File: config.mk
export PLATFORM = sky130hd
export DESIGN_NAME = regfile_operand_stage
export DESIGN_NICKNAME = d
export VERILOG_FILES = /design/src/rtl/regfile_operand_stage.sv
export SDC_FILE = /design/constraint.sdc
export NUM_CORES = 2
export LEC_CHECK = 0
export ABC_AREA = 1
export CAP_MARGIN = 40
export CELL_PAD_IN_SITES_DETAIL_PLACEMENT = 1
export CELL_PAD_IN_SITES_GLOBAL_PLACEMENT = 2
export CORE_MARGIN = 10
export CORE_UTILIZATION = 35
export CTS_CLUSTER_DIAMETER = 200
export DETAILED_ROUTE_END_ITERATION = 7
export DONT_BUFFER_PORTS = 1
export PLACE_DENSITY = 0.75
export SLEW_MARGIN = 20
export SYNTH_ARGS = -nofsm -noshare
export SYNTH_HDL_FRONTEND = slang
export SYNTH_SLANG_ARGS = --single-unit
File: constraint.sdc
create_clock -name clk -period 2.28 [get_ports clk]
set_input_delay 0.228 -clock clk [delete_from_list [all_inputs] [get_ports clk]]
set_output_delay 0.228 -clock clk [all_outputs]
set_load 0.01 [all_outputs]
File: src/rtl/regfile_operand_stage.sv
// Register file with write-back port and a one-entry operand register feeding the ALU.
// Source reads bypass a same-cycle write, so a captured instruction sees fresh data.
module regfile_operand_stage #(
  parameter int unsigned DATA_WIDTH    = 32,
  parameter int unsigned ADDRESS_WIDTH = 5
) (
  input  logic                     clk,
  input  logic                     rst,
  input  logic [ADDRESS_WIDTH-1:0] AD1,
  input  logic [ADDRESS_WIDTH-1:0] AD2,
  input  logic [DATA_WIDTH-1:0]    ImmOp,
  input  logic                     ALUsrc,
  input  logic [4:0]               ALUctrl_in,
  input  logic                     in_valid,
  output logic                     in_ready,
  input  logic                     flush,
  input  logic                     WE3,
  input  logic [ADDRESS_WIDTH-1:0] AD3,
  input  logic [DATA_WIDTH-1:0]    WD3,
  output logic                     out_valid,
  input  logic                     out_ready,
  output logic [DATA_WIDTH-1:0]    ALUop1,
  output logic [DATA_WIDTH-1:0]    ALUop2,
  output logic [4:0]               ALUctrl,
  output logic [DATA_WIDTH-1:0]    RD2_q,
  output logic [DATA_WIDTH-1:0]    a0
);

  localparam int unsigned NUM_REGS = 1 << ADDRESS_WIDTH;
  localparam int unsigned A0_INDEX = 10;

  logic [DATA_WIDTH-1:0] regs [NUM_REGS];
  logic [DATA_WIDTH-1:0] rd1_c;
  logic [DATA_WIDTH-1:0] rd2_c;
  logic [DATA_WIDTH-1:0] op2_c;
  logic                  capture_c;

  // Register array: cleared by reset, x0 never written so it stays zero
  always_ff @(posedge clk) begin
    if (rst) begin
      for (int unsigned i = 0; i < NUM_REGS; i++) begin
        regs[ADDRESS_WIDTH'(i)] <= '0;
      end
    end else if (WE3 && (AD3 != '0)) begin
      regs[AD3] <= WD3;
    end
  end

  // Source reads with write bypass; index 0 forced to zero
  always_comb begin
    rd1_c = '0;
    rd2_c = '0;
    if (AD1 != '0) begin
      rd1_c = (WE3 && (AD3 == AD1)) ? WD3 : regs[AD1];
    end
    if (AD2 != '0) begin
      rd2_c = (WE3 && (AD3 == AD2)) ? WD3 : regs[AD2];
    end
  end

  assign op2_c     = ALUsrc ? ImmOp : rd2_c;
  assign in_ready  = !out_valid || out_ready;
  assign capture_c = in_valid && in_ready && !flush;
  assign a0        = regs[ADDRESS_WIDTH'(A0_INDEX)];

  // Operand register: load on capture, drop on consume or flush, hold while stalled
  always_ff @(posedge clk) begin
    if (rst) begin
      out_valid <= 1'b0;
      ALUop1    <= '0;
      ALUop2    <= '0;
      ALUctrl   <= '0;
      RD2_q     <= '0;
    end else if (capture_c) begin
      out_valid <= 1'b1;
      ALUop1    <= rd1_c;
      ALUop2    <= op2_c;
      ALUctrl   <= ALUctrl_in;
      RD2_q     <= rd2_c;
    end else if (flush || out_ready) begin
      out_valid <= 1'b0;
    end
  end

endmodule

# Word-level counts from Yosys, hierarchy flattened
# Memories as Yosys holds them, arrays and structs flattened.
# Index checks and enable logic that the tools add are counted.
[word_totals]
regBits = 102
ram_bits = 1024
in_bits = 91
mem_count = 1
[op_classes]
n_eq_ne = 2
muxes = 15
n_reduce_logical = 14
[memory_table]
columns = ["name", "depth", "width", "rd", "rd_ports_with_merged_regs", "write_ports", "line_no", "text"]
rows = [
  ["regs", 32, 32, 3, 0, 32, "32", "logic [DATA_WIDTH-1:0] regs [NUM_REGS];"],
]
[ops]
columns = ["operator", "count"]
rows = [
  ["$mux W32", 6],
  ["$reduce_or A32 Y1", 1],
  ["$reduce_bool A5 Y1", 3],
  ["$eq A5 B5 Y1", 2],
  ["$mux W1", 8],
  ["$logic_and A1 B1 Y1", 5],
  ["$mux W5", 1],
  ["$logic_not A1 Y1", 2],
  ["$logic_or A1 B1 Y1", 2],
  ["$reduce_bool A2 Y1", 1],
]

# Logic depth before layout (Yosys ltp)
[depth]
ltp_word = 7
depth_mapped = 16

# Worst setup path before layout
# OpenSTA, ideal clock, no wires.
[synth_path]
kind = "input to register"
start = "input port AD3[3]"
end = "memory regs[10][0], enable pin"
setup_time_ns = 0.389
arrival_time_ns = 1.990
t_required_ns = 1.891
setup_slack_ns = -0.099
path_stages = 8
n_path_buf = 2
path_cell_list = "buf_2 -> nor3_1 -> nand2_1 -> nand2_1 -> nor3_2 -> nand2_1 -> buf_2 -> nand2_1"
[synth_rtl]
columns = ["item", "line_no", "text"]
rows = [
  ["start: declaration", "18", "input logic [ADDRESS_WIDTH-1:0] AD3,"],
  ["end: declaration", "32", ""],
]

# Worst setup path after layout
[layout_path]
start = "input port AD2[0]"
end = "register ALUop2[16]"
[layout_between]
elab_chain_cells = 5
[layout_rtl]
columns = ["item", "line_no", "text"]
rows = [
  ["start: declaration", "10", "input logic [ADDRESS_WIDTH-1:0] AD2,"],
  ["parallel branches: the longest is 3 deep, another holds $mem_v2 Z32 W32", "--", ""],
  ["$mux W32 (*)", "56", "if (AD2 != '0) begin"],
  ["$mux W32 (*)", "61", "assign op2_c = ALUsrc ? ImmOp : rd2_c;"],
  ["end signal: assignment", "77", "ALUop2 <= op2_c;"],
  ["end: declaration", "23", "output logic [DATA_WIDTH-1:0] ALUop2,"],
]
# Mark *: on every way between the ends.
# A chain may end at the register's enable or synchronous reset.

==> impl_metrics.env <==
export IMPL_status="finished with violations"
export IMPL_violations="slew limit, setup timing"
export IMPL_m1WireLength_um=112000
export IMPL_initial_utilization=0.353
export IMPL_fin_nets=7732
export IMPL_wl_met3_um=13600
export IMPL_drt_antenna_violating_nets=0
export IMPL_tightest_slew_ps=2210
export IMPL_dp_cells=9736
export IMPL_synthCells=7724
export IMPL_via_per_inst=5.62
export IMPL_crit_buf_inv=5
export IMPL_slew_headroom=-0.475
export IMPL_critPathLaunchType="input pin"
export IMPL_regArea_mm2=0.0328
export IMPL_drive_gt1_frac=0.0864
export IMPL_cts_root_buf="clkbuf_16"
export IMPL_path_clk_slew_ps=60
export IMPL_ys_seq_elements=1126
export IMPL_path_cells="clkinv_16 -> buf_16 -> buf_4 -> buf_4 -> buf_4 -> nand2_1 -> nand3_1 -> nand3_1 -> nand3_1 -> nand3_1 -> nand2_1 -> nand2_1 -> nand2_1 -> nand2_1 -> nand2_1 -> a21oi_1"
export IMPL_p_leak_nw=29.2
export IMPL_top_level_ports=226
export IMPL_ff2ff_path_depth=10
export IMPL_period_needed_ps=2820
export IMPL_dieArea_mm2=0.193
export IMPL_fmax_ghz=0.354
export IMPL_cts_tree="built"
export IMPL_fillers=20640
export IMPL_wl_met2_um=129000
export IMPL_timing_final_hold_violations=0
export IMPL_slowest_stage="clkinv_16"
export IMPL_crit_path_max_fanout=761
export IMPL_synth_area_leaders="edfxtp_1, nand2_1, nor2_1"
export IMPL_maxCapViolations=0
export IMPL_hpwlAfterDp_um=159000
export IMPL_power_density_mw_per_mm2=741
export IMPL_portBuffers=0
export IMPL_cts_buffers=135
export IMPL_internal_power_mw=38.2
export IMPL_cts_max_level=4
export IMPL_worstHoldPathCells=5
export IMPL_via_count=56575
export IMPL_seq_area_frac_synth=0.533
export IMPL_gr_total_overflow=0
export IMPL_area_growth_pct=15.2
export IMPL_timing_rr_end="ALUop1[17]"
export IMPL_grt_usage=0.269
export IMPL_worstSetupEndpointType="flip-flop"
export IMPL_reg2reg_slack_ps=130
export IMPL_synth_top_area_cell="edfxtp_1"
export IMPL_final_util=0.407
export IMPL_yosys_warnings=0
export IMPL_vdd_drop_max_mv=0.847
export IMPL_hp_class="input pin to flip-flop"
export IMPL_core_rowCount=153
export IMPL_drc=0
export IMPL_synth_top_cell_area_share=0.500
export IMPL_wl_um=270000
export IMPL_grt_pass1_vias=57833
export IMPL_p_comb_frac=0.127
export IMPL_grt_antenna_before_repair=1
export IMPL_multi_input_area_mm2=0.0235
export IMPL_rr_startpoint="regs[31][17]"
export IMPL_finalWorstSetupSlack_ps=-544
export IMPL_required_ps=2930
export IMPL_async_flop_share=0
export IMPL_slowest_delay_ps=330
export IMPL_p_clk_frac=0.411
export IMPL_p_seq_frac=0.462
export IMPL_instances_no_fill=10072
export IMPL_dr_pass1_iters=5
export IMPL_crit_type="input pin to flip-flop"
export IMPL_synth_cell_types=29
export IMPL_ys_flop_type="edfxtp_1"
export IMPL_switchingPower_mw=14.3
export IMPL_design_core_area_mm2=0.174
export IMPL_critPathArrivalTime_ps=3470
export IMPL_synth_area_per_cell_um2=7.97
export IMPL_p_sw_frac=0.273
export IMPL_final_cell_mix="nand2_1, nor2_1, edfxtp_1, nand3_1, inv_1"
export IMPL_critPathTopFamily="simple AND/OR/NAND/NOR gates"
export IMPL_antenna_cells=0
export IMPL_min_to="ALUop1[1]"
export IMPL_synthesis_area_mm2=0.0616
export IMPL_setup_viol=65
export IMPL_synth_edf_count=1024
export IMPL_die_x_um=439
export IMPL_clk_latency_ps=800
export IMPL_gp_congestion=0.820
export IMPL_grt_pass1_wl_um=390000
export IMPL_fin_skew_ps=21.2
export IMPL_die_y_um=439
export IMPL_final_common_cell="nand2_1"
export IMPL_drtIter0Drc=4824
export IMPL_timing_final_crit_share=1.24
export IMPL_min_from="out_ready"
export IMPL_slew_violations=612
export IMPL_wire_per_inst_um=26.8
export IMPL_crit_cells=16
export IMPL_cts_sinks=1126
export IMPL_highest_layer="met4"
export IMPL_clock_path_buffers=3
export IMPL_grt_max_degree=762
export IMPL_path_common_cell="nand2_1"
[worst max-delay path by stage]
stage | slack [ps] | start | end
2_1_floorplan | -50 | AD3[2] | regs[24][0]
5_1_grt | -2 | AD2[0] | ALUop2[16]
3_3_place_gp | -100 | AD2[0] | RD2_q[25]
4_1_cts | 10 | regs[10][7] | ALUop2[7]
3_5_place_dp | -120 | AD2[0] | ALUop2[10]
6_report | -540 | AD2[0] | ALUop2[16]
[registers in the layout, summed over array words and instances (netlist names)]
register	cells
ALUctrl	5
ALUop1	32
ALUop2	32
RD2_q	32
out_valid	1
regs	1024
[routing by layer]
| layer | up-vias | global-route usage |
|---|---|---|
| met5 | - | 0 |
| met4 | 0 | 0.134 |
| met3 | 533 | 0.0292 |
| met2 | 1782 | 0.451 |
| met1 | 28869 | 0.344 |
| li1 | 25391 | - |
[through the flow]
step / power (mW) / hold WS [ps] / setup slack, ps / TNS [ps] / cell area, um^2
after floorplan: 28.6 / 301 / -53.4 / -3420 / 61700
after global placement: 30.9 / 302 / -95.9 / -443 / 65600
after detailed placement: 31.0 / 305 / -117 / -2250 / 65600
after CTS: 52.7 / 2.79 / 13.7 / 0 / 70800
after global routing: 54.2 / 70.9 / -1.56 / -1.56 / 70900
final: 52.5 / 57.8 / -544 / -16200 / 70900
[worst min-delay path, delay by kind of cell]
| kind | cells | cell delay (ps) |
|---|---|---|
| compound gates | 1 | 60 |
| simple gates | 3 | 370 |
| buf+inv | 1 | 150 |
[cells by family (layout without fill, tap and decap cells)]
kind of cell,count (synthesis),count (layout),share of synthesized area
XOR/XNOR,4,4,0.000569
buffers and inverters,1358,1350,0.0904
other,1,32,0.0000609
AO/OA/AOI/OAI,1312,1312,0.114
flip-flops,1126,1126,0.533
AND/OR/NAND/NOR,3923,3923,0.263
[cell usage after synthesis, types with 4 or more instances]
cell type / n
nor3_1: 9
nor3_2: 4
o211ai_1: 139
nor2_1: 1381
o21ai_1: 33
a21oi_1: 452
buf_6: 9
o22ai_1: 66
clkbuf_2: 4
buf_2: 241
buf_1: 69
nand4_1: 50
o21ai_0: 620
clkbuf_1: 328
or2_2: 76
buf_4: 25
edfxtp_1: 1024
nand2_1: 1543
nand3_1: 857
dfxtp_1: 102
xor2_1: 4
inv_1: 675
[final cells by class]
class	instances	area share
sequential	1126	0.463
inverter	682	0.0368
clock buffer	184	0.0532
clock inverter	59	0.00695
tap	2325	0.0410
timing repair buffer	425	0.0681
multi-input combinational	5271	0.331
[power groups by stage]
stage | Clock, mW | Sequential [mW] | Combinational [mW]
2_1_floorplan | 0 | 24.5 | 4.12
3_3_place_gp | 0 | 24.6 | 6.23
3_5_place_dp | 0 | 24.7 | 6.33
4_1_cts | 21.9 | 24.3 | 6.56
5_1_grt | 22.6 | 24.4 | 7.17
6_report | 21.6 | 24.3 | 6.65
[repair_timing]
item                       in CTS  in global routing
hold buffers                   88                  0
gates resized for setup         0                 10
hold endpoints to repair     1018                  0
setup buffers                   0                  5
setup endpoints to repair       0                  1
Power figures use the tool's default switching activity.
